### src/rtl/varredura_displays.sv
// Multiplexed 7-segment scanner with frame-synchronous double-buffered glyph loading.
// Optional blink support is compiled in when VARREDURA_PISCA_EN is defined.
module varredura_displays #(
    parameter int N_DIGITOS     = 4,
    parameter int DIV_VARREDURA = 50000,
    parameter int PISCA_QUADROS = 64
) (
    input  logic                     clock,
    input  logic                     reset,
    input  logic                     carregar,
    input  logic [5*N_DIGITOS-1:0]   codigos,
    input  logic [N_DIGITOS-1:0]     pisca_mask,
    output logic [N_DIGITOS-1:0]     anodos,
    output logic                     a,
    output logic                     b,
    output logic                     c,
    output logic                     d,
    output logic                     e,
    output logic                     f,
    output logic                     g,
    output logic                     atualizado
);

    localparam int SLOT_W = (DIV_VARREDURA > 1) ? $clog2(DIV_VARREDURA) : 1;
    localparam int IDX_W  = (N_DIGITOS > 1) ? $clog2(N_DIGITOS) : 1;
    localparam logic [SLOT_W-1:0] SLOT_LAST = SLOT_W'(DIV_VARREDURA - 1);
    localparam logic [IDX_W-1:0]  IDX_LAST  = IDX_W'(N_DIGITOS - 1);

    logic [SLOT_W-1:0]        slot_reg;
    logic [IDX_W-1:0]         idx_reg;
    logic [5*N_DIGITOS-1:0]   codes_act_reg;
    logic [5*N_DIGITOS-1:0]   codes_sh_reg;
    logic [N_DIGITOS-1:0]     mask_act_reg;
    logic [N_DIGITOS-1:0]     mask_sh_reg;
    logic                     pendente_reg;
    logic                     atualizado_reg;

    logic                     slot_wrap;
    logic                     frame_end;
    logic                     pisca_off;
    logic [4:0]               code_arr [N_DIGITOS];
    logic [4:0]               code_cur;
    logic [6:0]               seg_next;

    assign slot_wrap = (slot_reg == SLOT_LAST);
    assign frame_end = slot_wrap && (idx_reg == IDX_LAST);

    function automatic logic [6:0] glyph(input logic [4:0] code);
        logic [6:0] s;  // {a,b,c,d,e,f,g}
        case (code)
            5'd0:    s = 7'b1111110;
            5'd1:    s = 7'b0110000;
            5'd2:    s = 7'b1101101;
            5'd3:    s = 7'b1111001;
            5'd4:    s = 7'b0110011;
            5'd5:    s = 7'b1011011;
            5'd6:    s = 7'b1011111;
            5'd7:    s = 7'b1110000;
            5'd8:    s = 7'b1111111;
            5'd9:    s = 7'b1111011;
            5'd10:   s = 7'b1110111;
            5'd11:   s = 7'b1001110;
            5'd12:   s = 7'b1001111;
            5'd13:   s = 7'b1000111;
            5'd14:   s = 7'b0001110;
            5'd15:   s = 7'b1100111;
            5'd16:   s = 7'b0110111;
            5'd17:   s = 7'b0111110;
            5'd18:   s = 7'b0000001;
            default: s = 7'b0000000;
        endcase
        return s;
    endfunction

    always_ff @(posedge clock) begin
        if (reset) begin
            slot_reg       <= '0;
            idx_reg        <= '0;
            codes_act_reg  <= '1;
            codes_sh_reg   <= '1;
            mask_act_reg   <= '0;
            mask_sh_reg    <= '0;
            pendente_reg   <= 1'b0;
            atualizado_reg <= 1'b0;
        end else begin
            atualizado_reg <= 1'b0;
            slot_reg       <= slot_wrap ? '0 : slot_reg + 1'b1;
            if (slot_wrap) begin
                idx_reg <= (idx_reg == IDX_LAST) ? '0 : idx_reg + 1'b1;
            end
            // Active data only changes between frames, so a frame never mixes two loads.
            if (frame_end && pendente_reg) begin
                codes_act_reg  <= codes_sh_reg;
                mask_act_reg   <= mask_sh_reg;
                atualizado_reg <= 1'b1;
            end
            if (carregar) begin
                codes_sh_reg <= codigos;
                mask_sh_reg  <= pisca_mask;
                pendente_reg <= 1'b1;
            end else if (frame_end) begin
                pendente_reg <= 1'b0;
            end
        end
    end

`ifdef VARREDURA_PISCA_EN
    localparam int FR_W = (PISCA_QUADROS > 1) ? $clog2(PISCA_QUADROS) : 1;
    localparam logic [FR_W-1:0] FR_LAST = FR_W'(PISCA_QUADROS - 1);

    logic [FR_W-1:0] frame_reg;
    logic            fase_reg;

    always_ff @(posedge clock) begin
        if (reset) begin
            frame_reg <= '0;
            fase_reg  <= 1'b1;
        end else if (frame_end) begin
            if (frame_reg == FR_LAST) begin
                frame_reg <= '0;
                fase_reg  <= ~fase_reg;
            end else begin
                frame_reg <= frame_reg + 1'b1;
            end
        end
    end

    assign pisca_off = ~fase_reg & mask_act_reg[idx_reg];
`else
    // Mask is still loaded so both builds share one load path; it never blanks here.
    assign pisca_off = mask_act_reg[idx_reg] & 1'b0;
`endif

    for (genvar gi = 0; gi < N_DIGITOS; gi++) begin : g_code
        assign code_arr[gi] = codes_act_reg[5*gi +: 5];
    end
    assign code_cur = code_arr[idx_reg];

    // Slot count 0 is a blanking clock to avoid ghosting between digits.
    always_comb begin
        anodos   = '0;
        seg_next = '0;
        if (slot_reg != '0) begin
            anodos[idx_reg] = 1'b1;
            if (!pisca_off) begin
                seg_next = glyph(code_cur);
            end
        end
    end

    assign {a, b, c, d, e, f, g} = seg_next;
    assign atualizado = atualizado_reg;

endmodule

### config.mk
export PLATFORM = sky130hd
export DESIGN_NAME = varredura_displays
export DESIGN_NICKNAME = d
export VERILOG_FILES = /design/src/rtl/varredura_displays.sv
export SDC_FILE = /design/constraint.sdc
export NUM_CORES = 1
export LEC_CHECK = 0
export ABC_AREA = 1
export CAP_MARGIN = 20
export CORE_AREA = 2 2 82 84
export DETAILED_ROUTE_END_ITERATION = 12
export DIE_AREA = 0 0 84 86
export PLACE_DENSITY = 0.77
export REMOVE_ABC_BUFFERS = 1
export SETUP_SLACK_MARGIN = 0.15
export SYNTH_ARGS = -nofsm -noshare
export SYNTH_HDL_FRONTEND = slang
export SYNTH_SLANG_ARGS = --single-unit
### constraint.sdc
create_clock -name clock -period 2.44 [get_ports clock]
set_input_delay 0.244 -clock clock [delete_from_list [all_inputs] [get_ports clock]]
set_output_delay 0.244 -clock clock [all_outputs]
set_load 0.01 [all_outputs]
==> metrics.yaml, run 1 <==
floorplan:
  top_level_port_count: 39
  core_sq_um: 6280
  fp-row-count: 29
  die-area_sq_um: 7220
  dieHeight_um: 86
  start_util_pct: 48.8
  width_of_the_chip_um: 84
critical_path:
  crit_path_max_incr_delay_ns: 0.40
  crit_buf_inv: 4
  setup.worst_path.end_class: "primary output"
  crit_fanout: 9
  cp_data_required_time_ns: 2.20
  critical-path-top-delay-family: "buffers and inverters"
  timing.critical_path.cells: "inv_4 -> buf_4 -> nand2_1 -> nand3_2 -> nand2_4 -> buf_6 -> nand2_1 -> o21ai_1 -> nand2_1 -> nor2_1 -> dlygate4sd2_1"
  critical-path-slowest-cell: "sky130_fd_sc_hd__dfxtp_4"
  setup.worst_path.start_class: "register"
  worst-endpoint-arrival_ns: 2.01
  worst_path_most_repeated_cell: "sky130_fd_sc_hd__nand2_1"
  critical_setup_path_class: "reg -> out"
drt:
  postRouteWirelength_mm: 6.56
  ant_nets: 0
  avgRoutedWirePerCell_um: 11.4
  route.detailed.vias_per_inst: 4.99
  number_of_vias_after_detailed_routing: 2861
  drt_iter0_markers: 118
  first_pass_iters: 4
  residual_drc_count: 0
timing:
  fmax_achieved_mhz: 444
  slew_headroom_pct: 59.6
  grt_setup_unrepaired: "true"
  finalCriticalPeriod_ns: 2.25
  setup_slack_ns: 0.186
  fin_worst_skew_ns: 0.00824
  sum_neg_setup_slack_ns: 0
  min_period_over_period_pct: 92.4
  max_slew.worst_pin.slew_ns: 0.605
  report.final.slew_viol_count: 0
  setup-violations-final: 0
  finalHoldViolations: 0
pwr:
  vdd_ir_drop_max_mv: 0.423
  p_per_area_nw_per_um2: 542
  leak_pwr_uw: 0.00186
flow_run:
  drv.max_cap_violation_count: 0
clock_network:
  clkTransAtPathRegs_ns: 0.07
  cts_buffers: 9
  clock_tree_from_tritoncts: "yes"
  ctsHtreeMaxLevel: 3
  clock_latency_ns: 0.34
  cts.root.buffer_cell: "sky130_fd_sc_hd__clkbuf_8"
  cts_sinks: 60
  cts_max_path_buffers: 2
  cts_hold_buf: 0
placed_design:
  portBuffers: 34
  dpl_cell_area_sq_um: 3490
  gpl.final_weighted_congestion: 0.831
  place_worst_setup_slack_ns: 0.0376
  hpwlAfterDp_mm: 4.49
global_route:
  gr-total-overflow: 0
  maximum_number_of_pins_on_one_net_before_global_route_repair: 41
  grt_pass1_wl_mm: 11.4
  antenna_found_initial: 0
  grt_pass1_vias: 2629
  grt_usage_pct: 19.2
min_path:
  min_path_type: "reg -> reg"
yosys:
  synthesis.area_per_instance_sq_um: 6.92
  synth_sequential_area_ratio_pct: 39.2
  netlist_area_sq_um: 3070
  number_of_synthesized_register_bits: 60
  synth_compound_gate_area_share_pct: 5.27
  yosys_warnings: 0
  synth_top_area_share_pct: 39.2
  post_synth_xor_area_fraction_pct: 0.571
  dominantRegCellSynth: "sky130_fd_sc_hd__dfxtp_1"
  synthArstFlopShare_pct: 0
  combinational_family_with_the_most_area_after_synthesis: "simple AND/OR/NAND/NOR gates"
  synth.area.mux_share_pct: 0
  netlist_instances: 443
  synthAdderAreaFrac_pct: 5.71
  synthDominantAreaCellType: "sky130_fd_sc_hd__dfxtp_1"
  yosys.cell_types.count: 32
  synth_simple_gate_area_share_pct: 40.7
  synth-edff-count: 0
  synth_area_leaders: "sky130_fd_sc_hd__dfxtp_1, sky130_fd_sc_hd__nand2_1, sky130_fd_sc_hd__nand3_1, sky130_fd_sc_hd__ha_1, sky130_fd_sc_hd__inv_1"
final_layout:
  drive_gt1_share_pct: 17.1
  antenna-diode-count: 0
  final_cell_area_sq_um: 3790
  nets: 532
  flow.area_growth_from_synthesis_pct: 23.8
run_status:
  status: "finished, final reports clean"
-- kinds of logic after synthesis --
group / count (synthesis)
AND/OR/NAND/NOR: 279
flip-flops: 60
buffers and inverters: 57
AO/OA/AOI/OAI: 31
adder cells (fa/ha/maj): 14
XOR/XNOR: 2
-- final timing paths --
| path | to | depth (start not counted) | start | slack (ns) |
|---|---|---|---|---|
| worst max-delay path | g | 11 | idx_reg[0] | 0.19 |
| worst min-delay path | codes_act_reg[19] | 2 | codes_sh_reg[19] | 0.45 |
| worst max register to register | codes_act_reg[3] | 9 | slot_reg[0] | 0.57 |
| worst min register to register | codes_act_reg[19] | 2 | codes_sh_reg[19] | 0.45 |
-- cell usage in the layout, fill, tap and decap left out, types with 5 or more instances in the layout --
cell and instances:
sky130_fd_sc_hd__nand2_1 148, sky130_fd_sc_hd__nand3_1 57, sky130_fd_sc_hd__dfxtp_1 56, sky130_fd_sc_hd__inv_1 31
sky130_fd_sc_hd__nor2_1 31, sky130_fd_sc_hd__clkdlybuf4s50_1 23, sky130_fd_sc_hd__a21oi_1 15, sky130_fd_sc_hd__buf_4 15
sky130_fd_sc_hd__ha_1 14, sky130_fd_sc_hd__nand2_2 11, sky130_fd_sc_hd__clkbuf_8 9, sky130_fd_sc_hd__o21ai_0 8
sky130_fd_sc_hd__inv_2 7, sky130_fd_sc_hd__nand4_1 6, sky130_fd_sc_hd__nor2_2 5
-- routing by layer --
| metal | wire length, um | track usage (%) | vias to the layer above |
|---|---|---|---|
| li1 | - | - | 1508 |
| met2 | 3260 | 32.6 | 56 |
| met1 | 2960 | 23.3 | 1287 |
| met3 | 246 | 5.00 | 10 |
| met5 | 0 | 0 | - |
| met4 | 95 | 8.06 | 0 |
-- final cells by class --
| type | count | area [sq um] |
|---|---|---|
| timing repair buffer | 52 | 473 |
| multi-input combinational | 326 | 1650 |
| clock inverter | 7 | 75.1 |
| fill | 589 | 2480 |
| clock buffer | 9 | 124 |
| tap | 77 | 96.3 |
| sequential | 60 | 1210 |
| inverter | 42 | 165 |
-- cell usage after synthesis, types with 2 or more instances --
master and number:
sky130_fd_sc_hd__o21ai_0 9, sky130_fd_sc_hd__ha_1 14, sky130_fd_sc_hd__nor2_4 2, sky130_fd_sc_hd__nor2_2 4
sky130_fd_sc_hd__nand2_1 153, sky130_fd_sc_hd__nand2_4 2, sky130_fd_sc_hd__o21ai_1 3, sky130_fd_sc_hd__inv_1 34
sky130_fd_sc_hd__nand4_1 6, sky130_fd_sc_hd__nor2_1 32, sky130_fd_sc_hd__dfxtp_1 60, sky130_fd_sc_hd__clkbuf_1 8
sky130_fd_sc_hd__nor3_1 4, sky130_fd_sc_hd__a21oi_1 17, sky130_fd_sc_hd__buf_6 6, sky130_fd_sc_hd__nand2_2 7
sky130_fd_sc_hd__or2_0 2, sky130_fd_sc_hd__nand3_1 60, sky130_fd_sc_hd__inv_2 7
-- through the flow --
step	instances	power, uW	utilization (%)	hold slack (ns)
2_1_floorplan	428	1100	-	0.313
3_3_place_gp	551	1160	55.6	0.439
3_5_place_dp	551	1170	55.6	0.442
4_1_cts	571	2070	59.5	0.451
5_1_grt	573	2140	60.4	0.463
6_report	573	2060	60.4	0.453
-- timing repair --
item	CTS	global route
pin swaps	3	3
endpoints found under the setup margin	11	11
gates resized for setup	20	29
setup buffers	4	2
-- worst min-delay path: cells and delay by family, from the launching register on --
kind             cells  cell delay, ns
DFF                  1            0.33
and+or+nand+nor      2            0.10
-- power by group --
group | switching [uW] | internal (uW)
Clock | 429 | 476
Combinational | 63.8 | 62.9
Sequential | 17.1 | 1010
No activity file was read; power rests on OpenSTA's default activity.
==> inputs of run 2 (changes only) <==
--- a/config.mk
+++ b/config.mk
@@ -7,10 +7,11 @@
 export LEC_CHECK = 0
 export ABC_AREA = 1
 export CAP_MARGIN = 20
-export CORE_AREA = 2 2 82 84
+export CORE_AREA = 2 2 91 93
+export CTS_CLUSTER_DIAMETER = 200
 export DETAILED_ROUTE_END_ITERATION = 12
-export DIE_AREA = 0 0 84 86
-export PLACE_DENSITY = 0.77
+export DIE_AREA = 0 0 93 95
+export PLACE_DENSITY = 0.66
 export REMOVE_ABC_BUFFERS = 1
 export SETUP_SLACK_MARGIN = 0.15
 export SYNTH_ARGS = -nofsm -noshare
==> metrics.yaml, run 2 (synthesis gave the netlist of run 1 again) <==
run_status:
  status: "finished, final reports clean"
global_route:
  maximum_number_of_pins_on_one_net_before_global_route_repair: 36  # -12%
  busiest_layer: "met2"
  gr-usage-met3_pct: 4.23  # -0.77 points
  grt_pass1_vias: 2592  # -1.4%
  grt_use_met2_pct: 26.0  # -6.6 points
  grt_usage_pct: 15.8  # -3.4 points
  gr-total-overflow: 0  # unchanged
  antenna_found_initial: 0  # unchanged
  groute.layer.met1.usage_pct: 19.6  # -3.7 points
  grt_pass1_wl_mm: 11.2  # -1.3%
drt:
  residual_drc_count: 0  # unchanged
  ant_nets: 0  # unchanged
  drt_iter0_markers: 102  # -14%
  route.detailed.vias_per_inst: 4.70  # -5.9%
  postRouteWirelength_mm: 6.37  # -2.9%
  avgRoutedWirePerCell_um: 10.7  # -6.6%
  number_of_vias_after_detailed_routing: 2800  # -2.1%
  first_pass_iters: 4  # unchanged
floorplan:
  width_of_the_chip_um: 93  # +11%
  core_sq_um: 7930  # +26%
  dieHeight_um: 95  # +10%
  die-area_sq_um: 8840  # +22%
  top_level_port_count: 39  # unchanged
  start_util_pct: 38.7  # -10 points
  fp-row-count: 33  # +14%
final_layout:
  layout.core_utilization_pct: 48.5  # -12 points
  n_fill_cell: 803  # +36%
  final_cell_mix: "sky130_fd_sc_hd__nand2_1, sky130_fd_sc_hd__nand3_1, sky130_fd_sc_hd__dfxtp_1, sky130_fd_sc_hd__inv_1, sky130_fd_sc_hd__nor2_1"
  antenna-diode-count: 0  # unchanged
  most_frequent_standard_cell_in_the_layout_excluding_fill_and_tap_cells: "sky130_fd_sc_hd__nand2_1"
  flow.area_growth_from_synthesis_pct: 25.5
  final_cell_count_no_fill: 596  # +4.0%
  drive_gt1_share_pct: 15.3  # -1.9 points
  nets: 527  # -0.94%
timing:
  fin_worst_skew_ns: 0.0139  # +0.00565 ns
  finalCriticalPeriod_ns: 2.23  # -0.0189 ns
  grt_setup_unrepaired: "true"
  min_period_over_period_pct: 91.6  # -0.77 points
  fmax_achieved_mhz: 447  # +0.85%
  sum_neg_setup_slack_ns: 0  # unchanged
  slew_headroom_pct: 59.1  # -0.52 points
  setup-violations-final: 0  # unchanged
  setup_slack_ns: 0.205  # +0.0189 ns
  finalHoldViolations: 0  # unchanged
  report.final.slew_viol_count: 0  # unchanged
  max_slew.worst_pin.slew_ns: 0.612  # +0.00784 ns
clock_network:
  cts_hold_buf: 0  # unchanged
  cts.root.buffer_cell: "sky130_fd_sc_hd__clkbuf_8"
  ctsHtreeMaxLevel: 3  # unchanged
  cts_sinks: 60  # unchanged
  clock_latency_ns: 0.34  # about the same
  cts_max_path_buffers: 2  # unchanged
  clock_tree_from_tritoncts: "yes"
  cts_buffers: 9  # unchanged
  clkTransAtPathRegs_ns: 0.06  # about the same
critical_path:
  worst-endpoint-arrival_ns: 1.99  # -0.02 ns
  setup.worst_path.end_class: "primary output"
  critical_setup_path_class: "reg -> out"
  setup.worst_path.start_class: "register"
  rr_startpoint: "slot_reg[0]"
  worst_path_most_repeated_cell: "sky130_fd_sc_hd__nand2_1"
  crit_path_max_incr_delay_ns: 0.37  # -0.03 ns
  critical-path-slowest-cell: "sky130_fd_sc_hd__dfxtp_4"
  crit_buf_inv: 3  # -1
  critical-path-top-delay-family: "simple AND/OR/NAND/NOR gates"
  critical_path.startpoint: "idx_reg[0]"
  cp_data_required_time_ns: 2.20  # about the same
  timing.critical_path.cells: "inv_4 -> nand2_1 -> nand3_1 -> nand2_4 -> buf_4 -> ha_1 -> nand3b_1 -> nand2_1 -> nand2_1 -> nand2_1 -> a21oi_1 -> clkbuf_2"
  crit_fanout: 6  # -3
placed_design:
  gpl.final_weighted_congestion: 0.831  # about the same
  numPlacedInstances: 577  # +4.7%
  place_worst_setup_slack_ns: 0.0671  # +0.0295 ns
  hpwlAfterDp_mm: 4.52  # +0.65%
  portBuffers: 34  # unchanged
pwr:
  switching_share_pct: 20.2  # -4.5 points
  vdd_ir_drop_max_mv: 0.393  # -7.2%
  p_per_area_nw_per_um2: 587  # +8.3%
  pwr-share-seq_pct: 45.4  # -4.4 points
  clock_power_share_pct: 49.1  # +5.1 points
  leak_pwr_uw: 0.00183  # -1.8%
  fin_total_pwr_uw: 2260  # +9.9%
  p_sw_uw: 457  # -10%
  internal-power_uw: 1800  # +17%
  share_comb_of_total_power_pct: 5.5  # -0.7 points
min_path:
  timing.hold.worst.start: "slot_reg[0]"
  min_path_type: "reg -> reg"
flow_run:
  drv.max_cap_violation_count: 0  # unchanged
run 2: cell types whose count changed in the layout (fill, tap and decap cells not counted), moves of 3 or more:
cell / previous run / this run
sky130_fd_sc_hd__buf_4: 15 / 12
sky130_fd_sc_hd__nand2_2: 11 / 8
sky130_fd_sc_hd__dlygate4sd2_1: 3 / 6
sky130_fd_sc_hd__clkinv_4: 3 / 0
run 2: cell type report:
class / count / area, sq um / area share [%]
inverter: 42 / 163 / 4.23
clock inverter: 4 / 95.1 / 2.47
tap: 105 / 131 / 3.41
sequential: 60 / 1210 / 31.4
timing repair buffer: 47 / 424 / 11.0
clock buffer: 12 / 155 / 4.03
multi-input combinational: 326 / 1670 / 43.4
run 2: power groups by stage:
stage               Combinational [uW]  Sequential, uW  Clock (uW)
global route                       139            1030        1190
floorplan                         59.9            1040           0
detailed placement                 122            1050           0
CTS                                124            1020        1140
finish                             123            1030        1110
global placement                   120            1050           0
run 2: worst paths after layout:
path | end | slack [ns] | depth (start not counted)
hold reg to reg | slot_reg[0] | 0.45 | 1
setup reg to reg | codes_act_reg[17] | 0.89 | 9
setup / recovery | d | 0.21 | 12
hold / removal | slot_reg[0] | 0.45 | 1
run 2: routing by layer:
| layer | wire, um | part of all wire [%] | vias to the layer above |
|---|---|---|---|
| met5 | 0 | 0 | - |
| met2 | 2880 | 45 | 47 |
| met1 | 3130 | 49 | 1259 |
| met3 | 260 | 4.1 | 7 |
| li1 | - | - | 1487 |
| met4 | 94 | 1.5 | 0 |
run 2: stage by stage:
step                hold WS [ns]  instance area [sq um]
floorplan                  0.313                   2960
global placement           0.440                   3510
detailed placement         0.443                   3510
CTS                        0.448                   3780
global route               0.458                   3850
finish                     0.449                   3850
run 2: what timing repair did:
action / 4_1_cts / 5_1_grt
gates resized for setup: 19 / 26
endpoints found under the setup margin: 11 / 9
gates cloned: 0 / 0
pin swaps: 2 / 4
buffers inserted: 2 / 1
